[src/rtl/colour_bbox_tracker.sv]
// colour_bbox_tracker: per-frame bounding box of run-qualified detected pixels, RGB pass-through with one register stage.
// Optional overlay of the previous frame's box is compiled in when BBOX_OVERLAY_EN is defined.
module colour_bbox_tracker #(
    parameter int LINE_WIDTH = 640,
    parameter int ROW_NUMBER = 480,
    parameter int RUN_LEN    = 3,
    parameter int MIN_PIXELS = 16
`ifdef BBOX_OVERLAY_EN
    ,
    parameter logic [23:0] BOX_COLOUR = 24'hFF0000
`endif
) (
    input  logic        clk,
    input  logic        rst,
    input  logic        in_valid,
    output logic        in_ready,
    input  logic        in_sop,
    input  logic        in_eop,
    input  logic        in_detect,
    input  logic [23:0] in_rgb,
    output logic        out_valid,
    input  logic        out_ready,
    output logic        out_sop,
    output logic        out_eop,
    output logic [23:0] out_rgb,
    output logic        bbox_valid,
    output logic        bbox_found,
    output logic        bbox_err,
    output logic [15:0] bbox_min_x,
    output logic [15:0] bbox_max_x,
    output logic [15:0] bbox_min_y,
    output logic [15:0] bbox_max_y,
    output logic [19:0] bbox_count
);
    localparam logic [15:0] X_LAST = 16'(LINE_WIDTH - 1);
    localparam logic [15:0] Y_LAST = 16'(ROW_NUMBER - 1);
    localparam logic [3:0]  RUN_Q  = 4'(RUN_LEN);
    localparam logic [15:0] RUN_M1 = 16'(RUN_LEN - 1);
    localparam logic [19:0] MIN_C  = 20'(MIN_PIXELS);

    logic        out_valid_q, out_sop_q, out_eop_q;
    logic [23:0] out_rgb_q, rgb_d;
    logic [15:0] x_q, y_q, px, py;
    logic [3:0]  run_q, run_base, run_d;
    logic        active_q, live, qual, found_d;
    logic [15:0] min_x_q, max_x_q, min_y_q, max_y_q;
    logic [15:0] a_min_x, a_max_x, a_min_y, a_max_y, cand_x;
    logic [15:0] min_x_d, max_x_d, min_y_d, max_y_d;
    logic [19:0] count_q, a_count, count_d;
    logic        bbox_valid_q, bbox_found_q, bbox_err_q;
    logic [15:0] bbox_min_x_q, bbox_max_x_q, bbox_min_y_q, bbox_max_y_q;
    logic [19:0] bbox_count_q;
    logic        xfer;

    assign in_ready   = out_ready || !out_valid_q;
    assign xfer       = in_valid && in_ready;
    assign out_valid  = out_valid_q;
    assign out_sop    = out_sop_q;
    assign out_eop    = out_eop_q;
    assign out_rgb    = out_rgb_q;
    assign bbox_valid = bbox_valid_q;
    assign bbox_found = bbox_found_q;
    assign bbox_err   = bbox_err_q;
    assign bbox_min_x = bbox_min_x_q;
    assign bbox_max_x = bbox_max_x_q;
    assign bbox_min_y = bbox_min_y_q;
    assign bbox_max_y = bbox_max_y_q;
    assign bbox_count = bbox_count_q;

    // Position of the current pixel, run qualification and the accumulator update it would cause
    always_comb begin
        px       = in_sop ? 16'd0 : x_q;
        py       = in_sop ? 16'd0 : y_q;
        live     = in_sop || active_q;
        run_base = (px == 16'd0) ? 4'd0 : run_q;
        run_d    = !in_detect ? 4'd0 : (run_base == RUN_Q ? RUN_Q : run_base + 4'd1);
        qual     = live && in_detect && (run_d == RUN_Q);
        a_min_x  = in_sop ? 16'hFFFF : min_x_q;
        a_max_x  = in_sop ? 16'd0 : max_x_q;
        a_min_y  = in_sop ? 16'hFFFF : min_y_q;
        a_max_y  = in_sop ? 16'd0 : max_y_q;
        a_count  = in_sop ? 20'd0 : count_q;
        cand_x   = px - RUN_M1;
        min_x_d  = (qual && cand_x < a_min_x) ? cand_x : a_min_x;
        max_x_d  = (qual && px > a_max_x) ? px : a_max_x;
        min_y_d  = (qual && py < a_min_y) ? py : a_min_y;
        max_y_d  = (qual && py > a_max_y) ? py : a_max_y;
        count_d  = (qual && a_count != 20'hFFFFF) ? a_count + 20'd1 : a_count;
        found_d  = count_d >= MIN_C;
    end

`ifdef BBOX_OVERLAY_EN
    logic on_edge;
    // Paint the previously published box edge over the passing pixel
    always_comb begin
        on_edge = bbox_found_q &&
                  (((px == bbox_min_x_q || px == bbox_max_x_q) && py >= bbox_min_y_q && py <= bbox_max_y_q) ||
                   ((py == bbox_min_y_q || py == bbox_max_y_q) && px >= bbox_min_x_q && px <= bbox_max_x_q));
        rgb_d   = on_edge ? BOX_COLOUR : in_rgb;
    end
`else
    assign rgb_d = in_rgb;
`endif

    // Output register stage, position/run tracking, accumulation and end-of-frame publish
    always_ff @(posedge clk) begin
        if (!rst) begin
            out_valid_q  <= 1'b0;
            out_sop_q    <= 1'b0;
            out_eop_q    <= 1'b0;
            out_rgb_q    <= 24'd0;
            x_q          <= 16'd0;
            y_q          <= 16'd0;
            run_q        <= 4'd0;
            active_q     <= 1'b0;
            min_x_q      <= 16'hFFFF;
            max_x_q      <= 16'd0;
            min_y_q      <= 16'hFFFF;
            max_y_q      <= 16'd0;
            count_q      <= 20'd0;
            bbox_valid_q <= 1'b0;
            bbox_found_q <= 1'b0;
            bbox_err_q   <= 1'b0;
            bbox_min_x_q <= 16'd0;
            bbox_max_x_q <= 16'd0;
            bbox_min_y_q <= 16'd0;
            bbox_max_y_q <= 16'd0;
            bbox_count_q <= 20'd0;
        end else begin
            bbox_valid_q <= 1'b0;
            if (xfer) begin
                out_valid_q <= 1'b1;
                out_sop_q   <= in_sop;
                out_eop_q   <= in_eop;
                out_rgb_q   <= rgb_d;
                x_q         <= (px == X_LAST) ? 16'd0 : px + 16'd1;
                y_q         <= (px == X_LAST && py != Y_LAST) ? py + 16'd1 : py;
                run_q       <= run_d;
                active_q    <= live && !in_eop;
                if (live && in_eop) begin
                    bbox_valid_q <= 1'b1;
                    bbox_found_q <= found_d;
                    bbox_err_q   <= !(px == X_LAST && py == Y_LAST);
                    bbox_min_x_q <= found_d ? min_x_d : 16'd0;
                    bbox_max_x_q <= found_d ? max_x_d : 16'd0;
                    bbox_min_y_q <= found_d ? min_y_d : 16'd0;
                    bbox_max_y_q <= found_d ? max_y_d : 16'd0;
                    bbox_count_q <= count_d;
                    min_x_q      <= 16'hFFFF;
                    max_x_q      <= 16'd0;
                    min_y_q      <= 16'hFFFF;
                    max_y_q      <= 16'd0;
                    count_q      <= 20'd0;
                end else begin
                    min_x_q <= min_x_d;
                    max_x_q <= max_x_d;
                    min_y_q <= min_y_d;
                    max_y_q <= max_y_d;
                    count_q <= count_d;
                end
            end else if (out_ready) begin
                out_valid_q <= 1'b0;
            end
        end
    end
endmodule

[config.mk]
export PLATFORM = sky130hd
export DESIGN_NAME = colour_bbox_tracker
export DESIGN_NICKNAME = d
export VERILOG_FILES = /design/src/rtl/colour_bbox_tracker.sv
export SDC_FILE = /design/constraint.sdc
export NUM_CORES = 1
export LEC_CHECK = 0
export CAP_MARGIN = 20
export CORE_ASPECT_RATIO = 0.75
export CORE_MARGIN = 3
export CORE_UTILIZATION = 55
export CTS_BUF_LIST = sky130_fd_sc_hd__clkbuf_8
export CTS_CLUSTER_DIAMETER = 50
export DETAILED_ROUTE_END_ITERATION = 8
export DONT_BUFFER_PORTS = 1
export MAX_ROUTING_LAYER = met4
export PLACE_DENSITY = 0.71
export SLEW_MARGIN = 20
export SYNTH_ARGS = -nofsm -noshare
export SYNTH_HDL_FRONTEND = slang
export SYNTH_SLANG_ARGS = --single-unit
[constraint.sdc]
create_clock -name clk -period 5 [get_ports clk]
set_input_delay 1.25 -clock clk [delete_from_list [all_inputs] [get_ports clk]]
set_output_delay 1.25 -clock clk [all_outputs]
set_load 0.03 [all_outputs]
======== After elaboration in Yosys (flattened, before gate mapping) ========
Cells that the tools add are included.
Widths: inputs -> output; s select.
word-level totals
  output and inout port bits .............. 115
  word-level logic and storage cells ...... 87
  bits of input ports ..................... 31
  register bits ........................... 235
cells by class
  multiplexer cells ....................... 29
  add/sub/neg operators ................... 5
  reductions and logical operators ........ 21
  magnitude comparators ................... 5
  equality and inequality tests ........... 6
operator list
  operator               count
  $mux 16                20
  $mux 20                3
  $add 16x1->16 const B  2
  $gt 16x16->1           2
  $lt 16x16->1           2
  $add 20x1->20 const B  1
  $ge 20x5->1 const B    1
  $ne 20x20->1 const B   1
  $eq 16x10->1 const B   1
  $eq 16x9->1 const B    1
  $logic_not 16->1       1
  $ne 16x9->1 const B    1
  $sub 16x2->16 const B  1
  $logic_and 1x1->1      12
  $mux 4                 3
  $eq 4x2->1 const B     2
  $add 4x1->4 const B    1
  $reduce_and 2->1       2
  $logic_not 1->1        3
  $mux 1                 3
  $logic_or 1x1->1       2
  $reduce_bool 2->1      1

======== Longest topological paths before layout ========
Gate-level depths: netlist of the first run.
  depth after elaboration ................. 12
  mapped depth ............................ 21
  depth with buffers taken out ............ 18

======== Least setup slack after synthesis of the first run ========
OpenSTA, ideal clock, no wires.
  path type ............................... input to register
  start ................................... in in_sop
  end ..................................... reg bbox_found_q (netlist: bbox_found)
  buffers on the path ..................... 5
  data required time ...................... 4867 ps
  arrival ................................. 4885 ps
  stages on the path ...................... 21
  path slack .............................. -18 ps
  cells stage by stage .................... clkbuf_1 nor2b_1 clkbuf_1 inv_1 ha_1 nand3b_1 o2bb2a_4 and2_1 ha_1 inv_1 or3_1 nand2_1 a21boi_2 clkbuf_1 nor3_1 mux2i_1 o2111ai_1 nor3_1 buf_6 buf_2 a21oi_1
on the way
  cells in the longest elaborated chain, start to end .. 11
  elaborated cells on any way between the ends .. 19
  classes of those cells .................. add/sub: 2; order compare: 1; eq/ne: 3; mux: 6; reduce/logical: 7
ends and longest elaborated chain
  what                                              RTL line  RTL
  start, declared                                   17        input logic in_sop,
  $mux 16                                           72        px = in_sop ? 16'd0 : x_q;
  $logic_not 16->1                                  75        run_base = (px == 16'd0) ? 4'd0 : run_q;
  $mux 4                                            75
  $add 4x1->4 / $eq 4x2->1 (equally long branches)  76        run_d = !in_detect ? 4'd0 : (run_base == RUN_Q ? RUN_Q : run_base + 4'd1);
  $mux 4 (2 in a row)                               76
  $eq 4x2->1                                        77        qual = live && in_detect && (run_d == RUN_Q);
  $logic_and 1x1->1                                 77
  $logic_and 1x1->1                                 88        count_d = (qual && a_count != 20'hFFFFF) ? a_count + 20'd1 : a_count;
  $mux 20                                           88
  $ge 20x5->1                                       89        found_d = count_d >= MIN_C;
  end signal, assigned                              142       bbox_found_q <= found_d;
  end, declared                                     50        logic bbox_valid_q, bbox_found_q, bbox_err_q;
Several ways; a longest one is shown, not always the timed one.
A chain may end at the register's enable or synchronous reset.

======== Final worst setup path of the first run ========
  start ................................... in in_sop
  end ..................................... reg bbox_min_x_q[15] (netlist: bbox_min_x[15])
on the way
  cells in the longest elaborated chain, start to end .. 12
  elaborated cells on any way between the ends .. 25
  classes of those cells .................. add/sub: 3; order compare: 2; eq/ne: 3; mux: 9; reduce/logical: 8
ends and longest elaborated chain
  what                                              RTL line  RTL
  $mux 16                                           72
  $logic_not 16->1                                  75
  $mux 4                                            75
  $add 4x1->4 / $eq 4x2->1 (equally long branches)  76
  $mux 4 (2 in a row)                               76
  $eq 4x2->1                                        77
  $logic_and 1x1->1                                 77
  $logic_and 1x1->1                                 88
  $mux 20                                           88
  $ge 20x5->1                                       89
  $mux 16                                           144       bbox_min_x_q <= found_d ? min_x_d : 16'd0;
  end signal, assigned                              144
  end, declared                                     51        logic [15:0] bbox_min_x_q, bbox_max_x_q, bbox_min_y_q, bbox_max_y_q;
Several ways; a longest one is shown, not always the timed one.

==> results of run 1 <==
-- synth_stat cells (22+ instances only) --
cell type,number
nor3_1,26
ha_1,69
inv_1,49
xnor2_1,34
a22oi_1,43
o31ai_2,26
nand3_1,31
mux2_2,22
mux2i_1,37
nor2b_1,24
o21ai_0,53
dfxtp_1,235
clkbuf_1,85
o211ai_1,34
nor2_1,177
a21oi_1,77
nand2_1,246
nand2b_1,68
o21ai_1,24
-- critical path, stage by stage --
cell and delay [ns]:
nor2b_1 0.20, inv_1 0.10, ha_1 0.26, nand3b_1 0.16
o2bb2a_4 0.18, and2_1 0.15, ha_1 0.17, inv_1 0.08
or3_1 0.34, nand2_1 0.09, a21boi_2 0.07, buf_12 0.16
or4_4 0.52, a211o_1 0.33, nand4_1 0.11, nor3_2 0.07
buf_12 0.19, o31ai_1 0.30
-- power breakdown --
part           switching [µW]  internal (µW)  total (µW)  leakage, µW
clock                     799            989        1790     0.000451
sequential               62.6           1910        1970      0.00191
combinational             181           89.0         270      0.00326
-- sequential cells by signal, indices dropped and copies added, names as in the netlist --
name        flops
min_x_q        16
bbox_found      1
bbox_max_y     16
bbox_min_x     16
bbox_err        1
bbox_max_x     16
out_rgb        24
max_y_q        16
bbox_valid      1
active_q        1
max_x_q        16
min_y_q        16
count_q        20
x_q            16
bbox_count     20
out_valid       1
run_q           4
out_sop         1
y_q            16
bbox_min_y     16
out_eop         1
-- worst max path at each step --
stage               depth (start not counted)                     endpoint   start  slack (ns)
floorplan                                  19   bbox_min_x[3]$_SDFFE_PN0P_  in_sop       0.008
global placement                           18      min_x_q[7]$_SDFFE_PN1P_  in_sop        0.26
detailed placement                         18  bbox_max_y[15]$_SDFFE_PN0P_  in_sop        0.18
CTS                                        18  bbox_min_x[15]$_SDFFE_PN0P_  in_sop        0.72
global route                               18  bbox_min_x[15]$_SDFFE_PN0P_  in_sop        0.31
finish                                     18  bbox_min_x[15]$_SDFFE_PN0P_  in_sop        0.53
-- routing by layer --
layer | track usage [%] | up-vias | routed length (µm)
li1 | - | 5406 | -
met5 | - | - | 0
met3 | 9.40 | 49 | 4300
met4 | 5.92 | 0 | 533
met2 | 34.3 | 499 | 12700
met1 | 42.4 | 5121 | 17000
-- per-stage QoR --
| stage | instance area [µm²] | hold slack [ns] | worst slack [ns] |
|---|---|---|---|
| floorplan | 12800 | 0.432 | 0.00811 |
| global placement | 13100 | 0.454 | 0.261 |
| CTS | 13900 | 0.486 | 0.722 |
| global route | 13900 | 0.501 | 0.309 |
| finish | 13900 | 0.483 | 0.533 |
| detailed placement | 13100 | 0.472 | 0.179 |
-- area by class of cell --
cell class              instances  area [µm²]  area share, %
clock buffers                  49         674           4.86
well taps                     294         368           2.65
inverters                      51         194           1.40
multi-input cells            1179        7450           53.7
repair buffers                 42         340           2.45
flip-flops and latches        235        4700           33.9
clock inverters                19         144           1.04
-- logic make-up after synthesis --
logic type	after synthesis	share of synthesized area, %
mux	63	5.20
xor+xnor	42	2.89
flops	235	36.9
simple gates	666	24.8
fa+ha+maj	69	6.77
compound gates	339	18.5
buf+inv	154	4.91
==> impl_results.md, run 1 <==
- Status: finished, final reports clean
- Die height: between 100 and 150 µm
- Min Tclk post-route: between 4 and 5 ns
- Initial Utilization: 56.9%
- Top Ports: 146
- R2r endpoint: bbox_min_x[15]$_SDFFE_PN0P_
- Largest net degree at the start of global routing: approximately 160
- Tightest Hold Check Type: reg2reg
- Syn nets: approximately 1,700
- CTS tree: yes
- Post-synth EDFFs: 0
- Synth cell types: 71
- Reg2Reg Depth: 15
- Pins over their slew limit: 0
- Core Area: ~0.022 mm²
- Top cell type's share of synthesized area: 36.9%
- Max-cap viol count: 0
- Antenna Cells: 0
- Reg clk slew, reported paths: approximately 0.06 ns
- Post-synth top flop: dfxtp_1
- Remaining antenna violation count: 0
- Area Overhead vs Synth: 8.84%
- Layout cells sized above 1: 11.2%
- WL/cell: roughly 18 µm
- Post_cts resized: 0
- Reg2Reg Setup Slack: 0.94 ns
- Hold path endpoint: min_x_q[4]$_SDFFE_PN1P_
- Layout Utilization: 61.9%
- Yosys top cell by area: dfxtp_1
- Hpwl dp: around 24 mm
- Hold Path Depth: 2
- CP Capture Type: flip-flop
- LEAKAGE: roughly 0.0056 µW
- Total Negative Setup Slacks: 0 ns
- Final setup vio count: 0
- CP Launch Type: primary input
- Die area: between 0.02 and 0.03 mm²
- Vias: between 10,000 and 15,000
- Slew Limit Headroom: about a third
- Total power: a little over 4000 µW
- Global-route usage over all layers: about 28%
- Post-route DRC: 0
- Initial antenna violation count: 0
- Worst slew pin tran: roughly 1.0 ns
- Register area share after synthesis: a little under two fifths
- Rows: 47
- Synthesized area per cell: 8.13 µm²
- Worst IR Drop VDD: approximately 0.0002 V
- Top cells by area, synth: dfxtp_1 (37%), nand2_1 (7.2%), ha_1 (6.8%)
- First-pass iteration count of the detailed router: 5
- PD cells: just under 300 mW/mm²
- Post-CTS Setup Bufs: 0
- Fin crit share: about nine tenths
- Commonest non-fill, non-tap cell in the layout: nand2_1
- Sink Count: roughly 240
- Critical path class: in2reg
- Clk_lat worst skew: 0.55 ns
- Hold path startpoint: min_x_q[4]$_SDFFE_PN1P_
- Crit path DAT: ~4.9 ns
- Fmax: 224 MHz
- Unrepaired setup endpoints after global routing: false
- DR vias/cell: 5.93
- Routed WL: ~35 mm
- Fin nets: approximately 1,600
- # fillers: between 2,000 and 2,500
- Die W: about 180 µm
- Flop and latch count out of synthesis: roughly 240
- Asr flop ratio synth: 0%
- Final clock skew: around 0.031 ns
- Synth Cell Area: 0.0127 mm²
- Gpl congestion: roughly 0.95
- First-pass GRT wire length: 54.9 mm
- Syn Inst Count: 1,568
- Drt first-iter violations: around 1,300
- Synth warn: 0
- Commonest non-fill, non-tap cells in the layout: nand2_1 (244), dfxtp_1 (235), nor2_1 (176)
- CP required: ~5.4 ns
- Number of global-route vias before repair: about 10,000
- GR Overflow Total: 0
- Cell Count, Final, Fillers Out: ~1,900
- Max clock buf depth: 3
- CTS Root Cell: clkbuf_8
- Placed insts: approximately 1,800
- Hold buffer count at CTS: 0
- RR Startpoint: x_q[7]$_SDFFE_PN0P_
- TritonCTS Buffers: 39
- # H-tree levels: 2
- Final Hold Viols: 0
- Crit path max fanout: between 150 and 200
- IO Port Bufs: 0
Note: power is estimated with default switching activity, not from simulation.
==> inputs of run 2 (changes only) <==
- CORE_ASPECT_RATIO: 0.75 -> default
- CORE_MARGIN: 3 -> 4
==> run 2 against run 1 <==
Clock skew down 0.0082 ns; largest cell class unchanged; fmax down 4.8%; design area about the same; sequential cell count unchanged; die area up 2.5%; register-to-register slack worse by 0.16 ns; critical path type unchanged; global-route usage down 1.8 points; clock-buffer cell count up 4; sequential share of layout area about the same.
==> impl_results.md, run 2 (synthesis results as in run 1) <==
- Wire length on met2: 14.6 mm
- Largest register FFs: 24
- RR Startpoint: x_q[0]$_SDFFE_PN0P_
- Fin nets: 1,644
- Min Tclk post-route: around 4.7 ns
- # H-tree levels: 2
- Die area: ~0.026 mm²
- Die height: roughly 160 µm
- Fin crit share: 93.8%
- Largest net degree at the start of global routing: 159
- CP Launch Type: primary input
- Sink Count: between 200 and 250
- Cell Count, Final, Fillers Out: approximately 1,900
- Antenna Cells: 0
- R2r endpoint: bbox_max_x[3]$_SDFFE_PN0P_
- Critical path class: in2reg
- Reg clk slew, reported paths: roughly 0.06 ns
- Worst IR Drop VDD: about 0.00024 V
- Total Negative Setup Slacks: 0 ns
- Max-cap viol count: 0
- Max clock buf depth: 3
- Pins over their slew limit: 0
- Post-route DRC: 0
- Area Overhead vs Synth: 8.77%
- TritonCTS Buffers: 40
- Hpwl dp: roughly 23 mm
- Remaining antenna violation count: 0
- CP Capture Type: flip-flop
- Worst slew pin tran: approximately 0.96 ns
- First-pass iteration count of the detailed router: 6
- Crit path DAT: between 5 and 6 ns
- Crit path max fanout: between 150 and 200
- Worst slack on hold paths: about 0.46 ns
- Met3 WL post-DR: around 2.8 mm
- CP required: about 5.4 ns
- Vias: about 11,000
- Hold path startpoint: x_q[1]$_SDFFE_PN0P_
- Top Ports: approximately 150
- Routed WL: between 30 and 40 mm
- Number of global-route vias before repair: 10,382
- Reg2Reg Depth: 18
- DR vias/cell: between 5 and 6
- Final clock skew: approximately 0.023 ns
- Placed insts: ~1,800
- IO Port Bufs: 0
- Hold path endpoint: x_q[1]$_SDFFE_PN0P_
- CP startpoint: in_sop
- Slew Limit Headroom: 36.2%
- Core Area: between 0.02 and 0.025 mm²
- Unrepaired setup endpoints after global routing: false
- Initial antenna violation count: 0
- Layout cells sized above 1: between 10% and 20%
- Rows: between 50 and 60
- # fillers: between 2,000 and 2,500
- Gpl congestion: 0.940
- Status: finished, final reports clean
- Global-route usage over all layers: between 20 and 30%
- Fmax: roughly 210 MHz
- Hold buffer count at CTS: 0
- WL/cell: roughly 18 µm
- CTS tree: yes
- Final Hold Viols: 0
- Tightest Hold Check Type: reg2reg
- GR Overflow Total: 0
- Initial Utilization: a little under three fifths
- Commonest non-fill, non-tap cell in the layout: nand2_1
- Clk_lat worst skew: between 0.5 and 0.6 ns
- PD cells: just under 300 mW/mm²
- Die W: between 150 and 200 µm
- Layout Utilization: approximately 61%
- Post-CTS Setup Bufs: 0
- Drt first-iter violations: between 900 and 1,000
- Post_cts resized: 0
- Reg2Reg Setup Slack: just under 0.8 ns
- Commonest non-fill, non-tap cells in the layout: nand2_1 (244), dfxtp_1 (235), nor2_1 (176)
- Post-Route M1 WL: roughly 15 mm
- First-pass GRT wire length: roughly 54 mm
- LEAKAGE: roughly 0.0056 µW
- Final setup vio count: 0
- CTS Root Cell: clkbuf_8
- Hold Path Depth: 2
- Highest routed layer: met4
run 2: changes by cell type in the layout (fill, tap and decap cells not counted):
cell and delta:
buf_4 -5, clkbuf_8 +4, clkinvlp_4 -2, clkinv_1 -1, clkinv_2 +1, inv_2 +1, inv_4 -1
run 2: area by class of cell:
class,instances,area (µm²),share of cell area [%]
Sequential cell,235,4700,33.9
Clock inverter,17,129,0.930
Tap cell,285,357,2.57
Timing Repair Buffer,37,303,2.18
Clock buffer,53,729,5.26
Inverter,51,193,1.39
Multi-Input combinational cell,1179,7450,53.7
run 2: stage by stage:
stage	power, µW	worst slack [ns]	cell area (µm²)
floorplan	2230	0.00811	12800
global placement	2280	-0.0181	13000
detailed placement	2290	-0.127	13000
CTS	4130	0.447	13900
global route	4250	0.157	13900
finish	4090	0.308	13900
run 2: how the worst max path moves through the flow:
stage	endpoint	slack, ns	cells past startpoint
2_1_floorplan	bbox_min_x[3]$_SDFFE_PN0P_	0.008	19
3_3_place_gp	bbox_min_x[0]$_SDFFE_PN0P_	-0.02	18
3_5_place_dp	bbox_max_x[3]$_SDFFE_PN0P_	-0.13	17
4_1_cts	bbox_max_x[3]$_SDFFE_PN0P_	0.45	17
5_1_grt	bbox_max_x[2]$_SDFFE_PN0P_	0.16	17
6_report	bbox_max_x[3]$_SDFFE_PN0P_	0.31	17
run 2: routing by layer:
metal / vias up / GRT usage (%)
met5: - / -
met4: 0 / 8.06
met3: 70 / 5.70
met2: 397 / 39.0
met1: 5082 / 35.0
li1: 5411 / -
run 2: critical path, stage by stage:
cell	delay [ns]
nand2b_1	0.29
ha_1	0.29
nand3b_1	0.20
o2bb2a_4	0.20
and2_1	0.15
ha_1	0.24
inv_1	0.11
or3_1	0.36
nand2_1	0.11
a21boi_2	0.06
buf_4	0.21
nor4_1	0.38
xnor2_1	0.25
nand4_1	0.15
nor3_2	0.31
buf_4	0.35
o21ai_0	0.13
run 2: power by group:
part / switching [µW] / leakage, µW / total, µW / internal, µW
logic: 187 / 0.00324 / 276 / 89.7
registers: 63.2 / 0.00191 / 1970 / 1910
clock network: 791 / 0.000479 / 1840 / 1050
